**config.mk**
```make
export PLATFORM = sky130hd
export DESIGN_NAME = redirect_ctrl
export DESIGN_NICKNAME = d
export VERILOG_FILES = /design/src/rtl/redirect_ctrl.sv
export SDC_FILE = /design/constraint.sdc
export NUM_CORES = 1
export LEC_CHECK = 0
export CORE_MARGIN = 4
export CORE_UTILIZATION = 56
export CTS_CLUSTER_DIAMETER = 30
export CTS_CLUSTER_SIZE = 16
export DETAILED_ROUTE_END_ITERATION = 12
export DONT_BUFFER_PORTS = 1
export PLACE_DENSITY = 0.82
export SYNTH_ARGS = -nofsm -noshare
export SYNTH_HDL_FRONTEND = slang
export SYNTH_SLANG_ARGS = --single-unit
```
**constraint.sdc**
```tcl
create_clock -name CLK -period 2.65 [get_ports CLK]
set_input_delay 0.265 -clock CLK [delete_from_list [all_inputs] [get_ports CLK]]
set_output_delay 0.265 -clock CLK [all_outputs]
set_load 0.02 [all_outputs]
```
**src/rtl/redirect_ctrl.sv**
```systemverilog
// Branch-resolution / pipeline-redirect controller.
// Compares each resolved control-flow outcome from MEM against the front-end
// prediction. A mismatch produces a registered PC redirect plus a FLUSH
// pulse, followed by a squash window in which wrong-path resolutions are
// dropped. Every accepted resolution also drives the predictor update port
// and the saturating statistics counters.
module redirect_ctrl #(
  parameter int unsigned FALLTHROUGH_OFFSET = 8,
  parameter int unsigned SQUASH_CYCLES      = 3,
  parameter int unsigned CNT_W              = 16
) (
  input  logic             CLK,
  input  logic             RESET,
  input  logic             STALL_IN,
  input  logic             Branch_valid_IN,
  input  logic [31:0]      Branch_PC_IN,
  input  logic             Branch_taken_IN,
  input  logic [31:0]      Branch_target_IN,
  input  logic             Predicted_taken_IN,
  input  logic [31:0]      Predicted_target_IN,
  output logic             Request_Alt_PC_OUT,
  output logic [31:0]      Alt_PC_OUT,
  output logic             FLUSH_OUT,
  output logic             Update_valid_OUT,
  output logic [31:0]      Update_PC_OUT,
  output logic             Update_taken_OUT,
  output logic [31:0]      Update_target_OUT,
  output logic [CNT_W-1:0] Branch_count_OUT,
  output logic [CNT_W-1:0] Mispredict_count_OUT
);

  // Squash counter only needs to hold SQUASH_CYCLES-1.
  localparam int unsigned SqW = (SQUASH_CYCLES > 1) ? $clog2(SQUASH_CYCLES) : 1;
  localparam logic [SqW-1:0] SqLoad = SqW'(SQUASH_CYCLES - 1);

  typedef enum logic [1:0] {
    StIdle,
    StRedirect,
    StSquash
  } state_e;

  state_e           r_state;
  logic [SqW-1:0]   r_sq_cnt;
  logic             r_req;
  logic             r_flush;
  logic [31:0]      r_alt_pc;
  logic             r_upd_valid;
  logic [31:0]      r_upd_pc;
  logic             r_upd_taken;
  logic [31:0]      r_upd_target;
  logic [CNT_W-1:0] r_br_cnt;
  logic [CNT_W-1:0] r_mp_cnt;

  logic        w_accept;
  logic        w_mispredict;
  logic [31:0] w_correct_pc;

  // Resolutions are only taken in IDLE; REDIRECT and SQUASH see wrong-path work.
  always_comb begin
    w_accept     = (r_state == StIdle) & Branch_valid_IN & ~STALL_IN;
    w_mispredict = (Branch_taken_IN != Predicted_taken_IN) |
                   (Branch_taken_IN & Predicted_taken_IN &
                    (Branch_target_IN != Predicted_target_IN));
    // Fall-through skips the delay slot; 32-bit wrap is intentional.
    w_correct_pc = Branch_taken_IN ? Branch_target_IN
                                   : Branch_PC_IN + 32'(FALLTHROUGH_OFFSET);
  end

  // Redirect FSM, update port and statistics counters, all registered.
  always_ff @(posedge CLK) begin
    if (RESET) begin
      r_state      <= StIdle;
      r_sq_cnt     <= '0;
      r_req        <= 1'b0;
      r_flush      <= 1'b0;
      r_alt_pc     <= '0;
      r_upd_valid  <= 1'b0;
      r_upd_pc     <= '0;
      r_upd_taken  <= 1'b0;
      r_upd_target <= '0;
      r_br_cnt     <= '0;
      r_mp_cnt     <= '0;
    end else begin
      // Update strobe is a single-cycle pulse per accepted resolution.
      r_upd_valid <= w_accept;
      if (w_accept) begin
        r_upd_pc     <= Branch_PC_IN;
        r_upd_taken  <= Branch_taken_IN;
        r_upd_target <= Branch_target_IN;
        if (!(&r_br_cnt)) r_br_cnt <= r_br_cnt + CNT_W'(1);
      end

      unique case (r_state)
        StIdle: begin
          if (w_accept && w_mispredict) begin
            r_alt_pc <= w_correct_pc;
            r_req    <= 1'b1;
            r_flush  <= 1'b1;
            r_state  <= StRedirect;
            if (!(&r_mp_cnt)) r_mp_cnt <= r_mp_cnt + CNT_W'(1);
          end
        end
        StRedirect: begin
          // A stalled IF cannot consume the redirect, so hold it.
          if (!STALL_IN) begin
            r_req    <= 1'b0;
            r_flush  <= 1'b0;
            r_sq_cnt <= SqLoad;
            r_state  <= (SQUASH_CYCLES == 1) ? StIdle : StSquash;
          end
        end
        StSquash: begin
          if (!STALL_IN) begin
            if (r_sq_cnt == '0) r_state <= StIdle;
            else                r_sq_cnt <= r_sq_cnt - SqW'(1);
          end
        end
        default: begin
          r_state <= StIdle;
          r_req   <= 1'b0;
          r_flush <= 1'b0;
        end
      endcase
    end
  end

  assign Request_Alt_PC_OUT   = r_req;
  assign FLUSH_OUT            = r_flush;
  assign Alt_PC_OUT           = r_alt_pc;
  assign Update_valid_OUT     = r_upd_valid;
  assign Update_PC_OUT        = r_upd_pc;
  assign Update_taken_OUT     = r_upd_taken;
  assign Update_target_OUT    = r_upd_target;
  assign Branch_count_OUT     = r_br_cnt;
  assign Mispredict_count_OUT = r_mp_cnt;

endmodule

```
==> results.toml <==
[setup_path]
r2r_end = "Alt_PC_OUT[13]$_SDFFE_PP0P_"
cp-end-kind = "flip-flop"
ff2ff_path_depth = 6
worst-path-max-fanout = 33
criticalPathCategory = "reg2reg"
required_ns = 2.96
cp-start-kind = "flip-flop"
worstPathArrival_ns = 2.77
r2r_start = "r_state[1]$_SDFFE_PP0P_"
r2r_slack_ns = 0.19

[finish]
fin_nets = 970
diodes = 0
fin_util = 0.690
syn2layout_area_growth_pct = 19.9
drive_gt1_frac = 0.0913
layout_commonest_cell = "nand2_1"
mostFrequentLayoutCells = "nand2_1 (156), dfxtp_1 (135), a21oi_1 (91)"

[clock_tree]
cts_num_sinks = 135
cts_root_buf = "clkbuf_16"
clockBufferDepth = 2
clk_latency_ns = 0.42
cts_setup_buffers = 0
htreeDepth = 4
cts_buffers = 17
cts_tree = "done"
clkTransAtPathRegs_ns = 0.06

[die]
die_h_um = 117
io_pins = 234
num_rows = 39
dieWidth_um = 117
start_util = 0.575
die_area_um2 = 13600
core_um2 = 11500

[timing]
slew_violations = 0
setup_violations = 0
setup-tns-final_ns = 0
finalHoldViolations = 0
finalCritPeriodShare = 0.928
relSlewSlack = 0.561
rsz0062_at_grt = "false"
finalClockSkew_ns = 0.00569
min_period_ns = 2.46
clock.fmax_mhz = 407
worstMarginPinSlew_ns = 0.658

[synthesis]
async_flop_share = 0
synth_seq_cells = 135
synth_cells = 821
postSynthAreaPerCell_um2 = 8.07
synth.cell_area_um2 = 6620
ys_warn_count = 0
synth-edff-count = 0
ys_types = 55
seq_area_frac_synth = 0.408
synth.net_count = 928
ys.flop_type = "dfxtp_1"

[global_routing]
gr-usage-all-layers = 0.321
grt_pass1_vias = 6130
gr-total-overflow = 0
grt_first_pass_wirelength_um = 33500
grt_start_max_net_pins = 106
antenna_found_initial = 0

[min_path]
hold_path_depth = 2
min_path_type = "in2reg"
min_from = "Branch_target_IN[23]"
hold_end = "Alt_PC_OUT[23]$_SDFFE_PP0P_"

[power_and_ir_drop]
vdd_drop_max_mv = 0.473
power_density_nw_per_um2 = 654
p_int_mw = 3.80
sequentialPowerShare = 0.446
p_sw_mw = 1.39
p_leak_nw = 2.84
combPwrFrac = 0.095
p_sw_frac = 0.268
clkPwrFrac = 0.458

[placement]
portBuffers = 0
dp_hpwl_um = 15400
place_congestion = 0.864

[status]
outcome = "finished, final reports clean"

[route]
ant_nets = 0
drt-pass1-iter-count = 6
drt-vias-per-instance = 6.41
drt-total-wl_um = 22700
vias = 6536
drc = 0
drtIter0Drc = 698
detail_route.wl_per_cell_um = 22.2

[flow_run]
cap_violations = 0
## per-stage QoR
stage	hold slack, ns	setup slack (ns)	power [mW]	cells	area, um^2
finish	0.0279	0.191	5.19	1019	7940
global route	0.0356	0.0500	5.33	1019	7940
CTS	0.00167	0.180	5.17	1019	7940
detailed placement	0.345	0.185	2.72	923	6690
global placement	0.343	0.352	2.70	923	6690
floorplan	0.401	0.457	2.65	821	6620
## timing repair
action	4_1_cts	5_1_grt
hold buffers	64	0
gates resized for setup	0	1
hold endpoints to repair	105	0
setup endpoints to repair	0	2
## power by group through the flow
stage               clock, mW  combinational (mW)  sequential, mW
global route             2.47               0.534            2.33
finish                   2.38               0.494            2.32
detailed placement          0               0.366            2.36
CTS                      2.38               0.476            2.32
global placement            0               0.349            2.36
floorplan                   0               0.329            2.32
## synth_stat cells (6+ instances only)
master / count / area (um^2)
clkbuf_1: 49 / 184
xnor2_1: 23 / 201
nor3_1: 9 / 45.0
a21oi_1: 91 / 455
nor2_1: 53 / 199
o311a_1: 6 / 60.1
xor2_1: 48 / 420
nand2_1: 156 / 586
nand4_1: 30 / 188
inv_1: 15 / 56.3
dfxtp_1: 135 / 2700
o31ai_1: 8 / 60.1
o21ai_0: 27 / 135
nor2b_1: 10 / 62.6
a31o_2: 7 / 61.3
o21a_1: 8 / 60.1
mux2i_1: 9 / 90.1
nand3_1: 29 / 145
mux2_2: 9 / 101
nor4_1: 20 / 125
## sequential cells by signal, summed over array words and instances (netlist names)
signal and flops:
r_sq_cnt 2, FLUSH_OUT 1, Update_taken_OUT 1, Mispredict_count_OUT 16
Update_valid_OUT 1, Branch_count_OUT 16, Alt_PC_OUT 32, r_state 2
Update_target_OUT 32, Update_PC_OUT 32
## routing by layer
layer | wire length [um] | vias up | share of wire | track usage
met5 | 0 | - | 0 | 0
met2 | 10900 | 436 | 0.48 | 0.520
met1 | 7980 | 3065 | 0.35 | 0.368
li1 | - | 2961 | - | -
met4 | 877 | 0 | 0.039 | 0.142
met3 | 2890 | 74 | 0.13 | 0.138
## layout make-up
cell class,instances,area (um^2)
fill,872,3570
clock buffer,21,470
inverter,16,60.1
timing repair buffer,82,793
clock inverter,11,123
tap,143,179
sequential,135,2700
multi-input combinational,611,3610
## cells by family (layout without fill, tap and decap cells)
logic type,count (synthesis),in the layout,share of synthesized area
xor+xnor,71,71,0.0939
simple gates,342,342,0.250
buf+inv,75,130,0.0467
mux,18,18,0.0289
compound gates,175,175,0.163
fa+ha+maj,5,5,0.00945
flops,135,135,0.408
## worst max path at each step
stage                                 start                          endpoint  cells after the start
floorplan           r_state[0]$_SDFFE_PP0P_  Branch_count_OUT[8]$_SDFFE_PP0P_                      7
global placement    r_state[1]$_SDFFE_PP0P_       Alt_PC_OUT[13]$_SDFFE_PP0P_                      6
detailed placement  r_state[1]$_SDFFE_PP0P_       Alt_PC_OUT[13]$_SDFFE_PP0P_                      6
CTS                 r_state[1]$_SDFFE_PP0P_       Alt_PC_OUT[13]$_SDFFE_PP0P_                      6
global route        r_state[1]$_SDFFE_PP0P_       Alt_PC_OUT[13]$_SDFFE_PP0P_                      6
finish              r_state[1]$_SDFFE_PP0P_       Alt_PC_OUT[13]$_SDFFE_PP0P_                      6
## worst max-delay path, cell delays in order (launching register included)
cell and delay (ns):
dfxtp_1 0.40, nor4b_4 0.45, buf_4 0.40, o211a_2 0.44
nor2_2 0.06, buf_4 0.20, o41ai_1 0.38
Power figures use the tool's default switching activity.
